## src/rtl/neurotransmitter_level_integrator.sv

```systemverilog
// Integrates regulator inc/dec/fast requests into a saturating concentration
// value with idle drift toward baseline, and publishes a 2-bit level with
// hysteresis plus a one-cycle change pulse.
module neurotransmitter_level_integrator #(
  parameter int unsigned WIDTH        = 8,
  parameter int unsigned PRESCALE     = 4,
  parameter int unsigned STEP         = 1,
  parameter int unsigned FAST_STEP    = 4,
  parameter int unsigned BASELINE     = 64,
  parameter int unsigned DECAY_PERIOD = 8,
  parameter int unsigned HYST         = 4
) (
  input  logic             clk,
  input  logic             rst_n,
  input  logic             ena,
  input  logic             inc,
  input  logic             dec,
  input  logic             fast,
  output logic [WIDTH-1:0] value,
  output logic [1:0]       level,
  output logic             level_changed
);

  localparam int unsigned PW = (PRESCALE > 1) ? $clog2(PRESCALE) : 1;
  localparam int unsigned IW = $clog2(DECAY_PERIOD + 1);
  localparam int unsigned XW = WIDTH + 1;
  localparam int unsigned Q  = 1 << (WIDTH - 2);

  // Level thresholds, compared at WIDTH+1 bits so B3+HYST cannot overflow
  localparam logic [XW-1:0] UP1 = XW'(Q + HYST);
  localparam logic [XW-1:0] UP2 = XW'(2 * Q + HYST);
  localparam logic [XW-1:0] UP3 = XW'(3 * Q + HYST);
  localparam logic [XW-1:0] DN1 = XW'(Q - HYST);
  localparam logic [XW-1:0] DN2 = XW'(2 * Q - HYST);
  localparam logic [XW-1:0] DN3 = XW'(3 * Q - HYST);

  localparam logic [WIDTH-1:0] BASE_V = WIDTH'(BASELINE);

  typedef enum logic [1:0] {L0 = 2'd0, L1 = 2'd1, L2 = 2'd2, L3 = 2'd3} level_t;
  localparam level_t RST_LVL = level_t'(2'(BASELINE >> (WIDTH - 2)));

  logic [PW-1:0]    pcnt;
  logic [IW-1:0]    idle_q;
  level_t           lvl_q;
  logic             strobe_c;
  logic [XW-1:0]    vx_c;
  logic [XW-1:0]    step_c;
  logic [XW-1:0]    sum_c;
  logic [WIDTH-1:0] value_nxt_c;
  logic [IW-1:0]    idle_nxt_c;

  assign strobe_c = ena && (pcnt == PW'(PRESCALE - 1));
  assign vx_c     = {1'b0, value};
  assign step_c   = fast ? XW'(FAST_STEP) : XW'(STEP);
  assign sum_c    = vx_c + step_c;
  assign level    = lvl_q;

  // Update-rate prescaler; holds its count while disabled
  always_ff @(posedge clk or negedge rst_n) begin
    if (!rst_n) begin
      pcnt <= '0;
    end else if (ena) begin
      pcnt <= strobe_c ? '0 : pcnt + PW'(1);
    end
  end

  // Next concentration and idle count for the current strobe
  always_comb begin
    value_nxt_c = value;
    idle_nxt_c  = idle_q;
    if (strobe_c) begin
      if (inc || dec) begin
        idle_nxt_c = '0;
      end
      if (inc && !dec) begin
        value_nxt_c = sum_c[WIDTH] ? '1 : sum_c[WIDTH-1:0];
      end else if (dec && !inc) begin
        value_nxt_c = (vx_c < step_c) ? '0 : WIDTH'(vx_c - step_c);
      end else if (!inc && !dec) begin
        if (idle_q == IW'(DECAY_PERIOD - 1)) begin
          idle_nxt_c = '0;
          if (value > BASE_V) begin
            value_nxt_c = value - WIDTH'(1);
          end else if (value < BASE_V) begin
            value_nxt_c = value + WIDTH'(1);
          end
        end else begin
          idle_nxt_c = idle_q + IW'(1);
        end
      end
    end
  end

  // Concentration and idle-counter registers
  always_ff @(posedge clk or negedge rst_n) begin
    if (!rst_n) begin
      value  <= BASE_V;
      idle_q <= '0;
    end else begin
      value  <= value_nxt_c;
      idle_q <= idle_nxt_c;
    end
  end

  // Level FSM with hysteresis: at most one step per enabled cycle
  always_ff @(posedge clk or negedge rst_n) begin
    if (!rst_n) begin
      lvl_q         <= RST_LVL;
      level_changed <= 1'b0;
    end else begin
      level_changed <= 1'b0;
      if (ena) begin
        case (lvl_q)
          L0: begin
            if (vx_c >= UP1) begin
              lvl_q <= L1; level_changed <= 1'b1;
            end
          end
          L1: begin
            if (vx_c >= UP2) begin
              lvl_q <= L2; level_changed <= 1'b1;
            end else if (vx_c < DN1) begin
              lvl_q <= L0; level_changed <= 1'b1;
            end
          end
          L2: begin
            if (vx_c >= UP3) begin
              lvl_q <= L3; level_changed <= 1'b1;
            end else if (vx_c < DN2) begin
              lvl_q <= L1; level_changed <= 1'b1;
            end
          end
          default: begin
            if (vx_c < DN3) begin
              lvl_q <= L2; level_changed <= 1'b1;
            end
          end
        endcase
      end
    end
  end

endmodule

```

## config.mk

```make
export PLATFORM = sky130hd
export DESIGN_NAME = neurotransmitter_level_integrator
export DESIGN_NICKNAME = d
export VERILOG_FILES = /design/src/rtl/neurotransmitter_level_integrator.sv
export SDC_FILE = /design/constraint.sdc
export NUM_CORES = 1
export LEC_CHECK = 0
export ABC_AREA = 1
export ABC_CLOCK_PERIOD_IN_PS = 5950
export CAP_MARGIN = 10
export CORE_MARGIN = 1
export CORE_UTILIZATION = 50
export CTS_CLUSTER_SIZE = 16
export DETAILED_ROUTE_END_ITERATION = 10
export PLACE_DENSITY_LB_ADDON = 0.15
export SLEW_MARGIN = 15
export SYNTH_ARGS = -nofsm -noshare
export SYNTH_HDL_FRONTEND = slang
export SYNTH_SLANG_ARGS = --single-unit
```

## constraint.sdc

```tcl
create_clock -name clk -period 5.95 [get_ports clk]
set_input_delay 1.4875 -clock clk [delete_from_list [all_inputs] [get_ports clk]]
set_output_delay 1.4875 -clock clk [all_outputs]
set_load 0.03 [all_outputs]
```

==> results of run 1 <==
final timing paths:
kind / from / endpoint / slack [ns] / cells after the start
max in group asynchronous: rst_n / value[5] / 3.79 / 1
min in group asynchronous: rst_n / pcnt[1] / 1.69 / 1
min reg2reg: pcnt[0] / pcnt[0] / 0.48 / 1
max reg2reg: value[3] / value[4] / 3.15 / 16
min: pcnt[0] / pcnt[0] / 0.48 / 1
max: fast / value[7] / 2.74 / 14
cell usage after synthesis, drive strengths merged (2+ instances only):
cell | n | share of area (%)
nand2 | 108 | 21
a21oi | 14 | 3.6
ha | 18 | 12
dfrtp | 15 | 20
xor2 | 2 | 0.91
nand3 | 38 | 10
o21ai | 15 | 3.9
inv | 45 | 8.8
nand4 | 4 | 1.6
a21boi | 2 | 0.78
dfstp | 2 | 2.7
buf | 3 | 1.8
nor2 | 32 | 7.8
metrics by stage:
stage	hold slack (ns)	cell area [um^2]	instances	setup WS (ns)
finish	0.477	2150	374	2.74
global route	0.529	2150	374	2.53
CTS	0.479	2150	374	2.77
detailed placement	0.466	2100	370	2.51
global placement	0.473	2100	370	2.53
floorplan	0.443	1920	310	3.20
sequential cells by signal (all words and copies together), names as in the netlist:
signal,flops
value,8
idle_q,4
level,2
pcnt,2
level_changed,1
layout make-up:
type | count | area (um^2)
flip-flops and latches | 17 | 428
inverters | 46 | 173
fillers | 365 | 1510
well taps | 48 | 60.1
multi-input cells | 243 | 1280
repair buffers | 16 | 160
clock buffers | 4 | 45.0
routing by layer:
layer	track usage, %	routed length [um]	up-vias
met4	6.25	55	0
met5	0	0	-
met2	41.4	2150	52
li1	-	-	1023
met3	4.29	226	8
met1	34.2	2260	877
cell usage in the layout, fill, tap and decap left out, types with 3 or more instances in the layout:
| cell | synthesis | final |
|---|---|---|
| a21oi_1 | 14 | 14 |
| clkbuf_8 | 0 | 3 |
| clkdlybuf4s50_1 | 0 | 16 |
| dfrtp_1 | 15 | 15 |
| ha_1 | 18 | 18 |
| inv_1 | 43 | 43 |
| nand2_1 | 105 | 105 |
| nand2_2 | 3 | 3 |
| nand3_1 | 37 | 37 |
| nand4_1 | 3 | 3 |
| nor2_1 | 26 | 26 |
| nor2_2 | 3 | 3 |
| nor2_4 | 3 | 3 |
| o21ai_0 | 13 | 13 |
cells by family (layout without fill, tap and decap cells):
logic type / after synthesis / after routing / share of synthesized area (%)
buffers and inverters: 50 / 66 / 11.0
DFF: 17 / 17 / 22.3
adders and majority gates: 19 / 19 / 12.8
xor gates and xnor gates: 3 / 3 / 1.37
muxes: 1 / 1 / 0.586
AOI/OAI and AO/OA: 35 / 35 / 9.90
and+or+nand+nor: 185 / 185 / 42.1
where the power goes:
part           leakage, nW  switching, W  total (W)  internal, W
logic                0.926      0.000535   0.000844     0.000309
clock network       0.0228     0.0000369  0.0000844    0.0000475
registers            0.212     0.0000907   0.000260     0.000169
total                 1.16      0.000663    0.00119     0.000525
worst max-delay path, delay by kind of cell:
family / cells / cell delay (ns)
buffers and inverters: 4 / 0.65
adder cells (fa/ha/maj): 1 / 0.40
AND/OR/NAND/NOR: 9 / 0.81
==> metrics.md, run 1 <==
| Metric | Value |
|---|---|
| Top_reg_cell synth | `dfrtp_1` |
| Largest net degree at the start of global routing | `18` |
| RSZ-0062 raised after global routing | `false` |
| P per Cell Area | `roughly 550 nW/um^2` |
| CTS sink cnt | `17` |
| P_leak | `1.16 nW` |
| Clock tree from TritonCTS | `built` |
| Critical Path Source Type | `input pin` |
| H-tree Lvls | `1` |
| Starting Density | `52.5%` |
| DPL Wire Length | `3650 um` |
| Status | `finished, final reports clean` |
| Core Box Area | `3660 um^2` |
| Ys async rst share | `100%` |
| Hold Vio Cnt, Final | `0` |
| Period minus WS final | `3.21 ns` |
| Global route total overflow | `0` |
| First-pass GRT wire length | `about 8100 um` |
| PortBufs | `16` |
| Critical path peak fanout | `6` |
| Die width | `64.0 um` |
| # IOs | `17` |
| Drt drc | `0` |
| Num rows | `22` |
| Vias in the first global route | `1,827` |
| Slew margin rel. | `48.7%` |
| N_diodes | `0` |
| Peak VDD IR | `0.306 mV` |
| GRT Total Usage | `25.2%` |
| Layout cells sized above 1 | `between 5 and 6%` |
| # Post-CTS Setup Buffers | `0` |
| Cts repair resizes | `0` |
| #FFs+latches synth | `17` |
| Register area share after synthesis | `22.3%` |
| Via density | `5.24` |
| Final Power | `between 0.001 and 0.0015 W` |
| Total CTS buffers | `3` |
| First-pass iteration count of the detailed router | `4` |
| Critical path, cell by cell | `clkdlybuf4s50_1 -> inv_1 -> ha_1 -> inv_1 -> nand2_1 -> nand2_1 -> nand2_2 -> nor2_4 -> nor2_2 -> nand3_1 -> nand2_1 -> inv_1 -> nand2_1 -> nand2_1` |
| Ys Warns | `0` |
| CP max-delay cell | `clkdlybuf4s50_1` |
| Slew @ Worst Pin | `0.767 ns` |
| Part of the cycle the worst path needs | `about 54%` |
| Final setup viols | `0` |
| Die area | `4090 um^2` |
| Detailed-route via count | `1,960` |
| Initial DRC Count | `approximately 110` |
| Max Freq | `311 MHz` |
| Worst-Skew Late Latency | `0.25 ns` |
| Final Core Density | `roughly 59%` |
| Max Transition Viols Final | `0` |
| CP endpoint kind | `flip-flop` |
| CP Data Required Time | `6.09 ns` |
| Hold Path Class | `flip-flop to flip-flop` |
| Most Frequent Cell on Critical Path | `nand2_1` |
| Hold buffer count at CTS | `0` |
| Placer Congestion | `0.988` |
| Initial antenna violation count | `0` |
| Number of max-cap violations | `0` |
| Post-synth EDFFs | `0` |
| Crit path kind | `input pin to flip-flop` |
| Syn_nets | `335` |
| Fin nets | `352` |
| Clock transition at the registers of the reported paths | `0.06 ns` |
| Crit-path max cell delay | `0.47 ns` |
| Synthesis-to-layout area growth | `11.8%` |
| DR WL/cell | `around 13 um` |
| Post-route ant nets | `0` |
| Max Clock Skew | `between 0.002 and 0.003 ns` |
| Die height | `roughly 64 um` |
| Post-synthesis cell area | `between 1500 and 2000 um^2` |
| CTS max path bufs | `2` |
| CP Data Arrival Time | `3.36 ns` |
| Drt total wl | `4690 um` |
| Post-Synthesis Cells | `310` |
| Cell variety after synth | `32` |
| Root Driver | `clkbuf_8` |
| Aggregate negative setup slack | `0 ns` |
| Post-synthesis area per instance | `6.20 um^2` |
Power figures use the tool's default switching activity.
==> run 2: changes to the inputs <==
--- a/config.mk
+++ b/config.mk
@@ -6,7 +6,7 @@
 export NUM_CORES = 1
 export LEC_CHECK = 0
 export ABC_AREA = 1
-export ABC_CLOCK_PERIOD_IN_PS = 5950
+export ABC_CLOCK_PERIOD_IN_PS = 2800
 export CAP_MARGIN = 10
 export CORE_MARGIN = 1
 export CORE_UTILIZATION = 50
==> constraint.sdc (replaced) <==
create_clock -name clk -period 2.8 [get_ports clk]
set_input_delay 0.7 -clock clk [delete_from_list [all_inputs] [get_ports clk]]
set_output_delay 0.7 -clock clk [all_outputs]
set_load 0.03 [all_outputs]
==> metrics.md, run 2 (synthesis gave the netlist of run 1 again) <==
| Metric | Value |
|---|---|
| Status | `finished, final reports clean (unchanged)` |
| Layout cells sized above 1 | `7.81% (was 5.83%)` |
| DPL Wire Length | `3870 um (was 3650 um)` |
| Drt total wl | `4870 um (was 4690 um)` |
| CP Data Required Time | `2.95 ns (was 6.09 ns)` |
| Max Transition Viols Final | `0 (unchanged)` |
| Commonest cells after routing, fill and taps aside | `105 x nand2_1, 43 x inv_1, 37 x nand3_1, 26 x nor2_1, 18 x ha_1 (unchanged)` |
| Peak VDD IR | `0.613 mV (was 0.306 mV)` |
| Root Driver | `clkbuf_8 (unchanged)` |
| Die width | `64.0 um (unchanged)` |
| CP Data Arrival Time | `2.60 ns (was 3.36 ns)` |
| Hold Path Class | `flip-flop to flip-flop (unchanged)` |
| Clock tree from TritonCTS | `built (unchanged)` |
| CTS sink cnt | `17 (unchanged)` |
| Fin nets | `359 (was 352)` |
| Starting Density | `52.5% (unchanged)` |
| Part of the cycle the worst path needs | `87.4%` |
| Cts repair resizes | `0 (unchanged)` |
| Core Box Area | `3660 um^2 (unchanged)` |
| Number of max-cap violations | `0 (unchanged)` |
| Max Clock Skew | `0.00268 ns (was 0.00294 ns)` |
| Critical path peak fanout | `6 (unchanged)` |
| PortBufs | `16 (unchanged)` |
| P per Cell Area | `1180 nW/um^2 (was 553 nW/um^2)` |
| Commonest non-fill, non-tap cell in the layout | `nand2_1 (unchanged)` |
| Worst-Skew Late Latency | `0.25 ns (about the same)` |
| Worst hold slack | `0.503 ns (was 0.477 ns)` |
| Placer Congestion | `0.978 (was 0.988)` |
| N_diodes | `0 (unchanged)` |
| Critical Path Source Type | `flip-flop (was input pin)` |
| Most flop-heavy register | `value (unchanged)` |
| Via density | `5.39 (was 5.24)` |
| Die height | `64.0 um (unchanged)` |
| Drt drc | `0 (unchanged)` |
| First-pass iteration count of the detailed router | `5 (was 4)` |
| Registers with the most flip-flops | `value (8), idle_q (4) (unchanged)` |
| Max Freq | `slightly above 400 MHz` |
| Period minus WS final | `2.45 ns` |
| Crit path kind | `flip-flop to flip-flop (was input pin to flip-flop)` |
| Total CTS buffers | `3 (unchanged)` |
| Num rows | `22 (unchanged)` |
| Vias in the first global route | `1,902 (was 1,827)` |
| Slew margin rel. | `46.0% (was 48.7%)` |
| GRT Total Usage | `26.7% (was 25.2%)` |
| H-tree Lvls | `1 (unchanged)` |
| Aggregate negative setup slack | `0 ns (unchanged)` |
| Detailed-route via count | `2,054 (was 1,960)` |
| Largest net degree at the start of global routing | `18 (unchanged)` |
| Max reg flops | `8 (unchanged)` |
| # IOs | `17 (unchanged)` |
| RSZ-0062 raised after global routing | `false (unchanged)` |
| Synthesis-to-layout area growth | `14.5% (was 11.8%)` |
| Final Core Density | `60.1% (was 58.6%)` |
| # Post-CTS Setup Buffers | `0 (unchanged)` |
| CTS max path bufs | `2 (unchanged)` |
| DR WL/cell | `12.8 um (was 12.5 um)` |
| Initial antenna violation count | `0 (unchanged)` |
| Clock transition at the registers of the reported paths | `0.06 ns (about the same)` |
| Final setup viols | `0 (unchanged)` |
| Hold buffer count at CTS | `0 (unchanged)` |
| Post-route ant nets | `0 (unchanged)` |
| Initial DRC Count | `164 (was 107)` |
| Global route total overflow | `0 (unchanged)` |
| Die area | `4090 um^2 (unchanged)` |
| Hold Vio Cnt, Final | `0 (unchanged)` |
| Slew @ Worst Pin | `0.807 ns (was 0.767 ns)` |
| CP endpoint kind | `flip-flop (unchanged)` |
| P_leak | `1.20 nW (was 1.16 nW)` |
| First-pass GRT wire length | `8500 um (was 8130 um)` |
run 2: cell types whose count changed in the layout (fill, tap and decap cells not counted):
cell | previous run | this run
buf_4 | 0 | 7
run 2: final timing paths:
| check | from | depth (start not counted) | slack, ns | endpoint |
|---|---|---|---|---|
| min reg2reg | level[0] | 2 | 0.50 | level[0] |
| max | value[6] | 15 | 0.35 | value[7] |
| min in group asynchronous | rst_n | 1 | 0.91 | idle_q[2] |
| max reg2reg | value[6] | 15 | 0.35 | value[7] |
| min | level[0] | 2 | 0.50 | level[0] |
| max in group asynchronous | rst_n | 1 | 1.38 | value[3] |
run 2: routing by layer:
metal  GRT usage [%]  routed length (um)  share of wire (%)
met5               0                   0                  0
met4            8.81                 103                2.1
met3            5.36                 335                6.9
met2            43.2                2230                 46
met1            35.2                2190                 45
run 2: final cells by class:
class	instances	area [um^2]
multi-input cells	243	1280
inverters	46	173
flip-flops and latches	17	428
fillers	367	1460
well taps	48	60.1
repair buffers	23	213
clock buffers	4	45.0
run 2: metrics by stage:
stage                     worst slack, ns  std cells  power (W)  area (um^2)
after floorplan                     0.468        310    0.00187         1920
after CTS                           0.399        381    0.00258         2200
after global placement              0.171        377    0.00236         2150
after global routing                0.150        381    0.00289         2200
after detailed placement            0.132        377    0.00238         2150
final                               0.353        381    0.00260         2200
run 2: worst max-delay path, cell delays in order, from the launching register on:
cell and delay, ns:
dfstp_2 0.53, inv_1 0.10, nor2_1 0.20, nand2_1 0.07, nor2_1 0.09, nor2_1 0.07, buf_4 0.18, ha_1 0.34
nand2_1 0.12, inv_1 0.05, a21oi_1 0.19, nand3_1 0.10, nand3_1 0.12, nand2_1 0.08, nand2_1 0.06, nand2_1 0.04
run 2: power breakdown:
group          switching, W  total, W  leakage (nW)  internal [W]
logic               0.00124   0.00195         0.961      0.000712
registers          0.000108  0.000468         0.212      0.000360
clock network     0.0000817  0.000183        0.0228      0.000101
total               0.00143   0.00260          1.20       0.00117
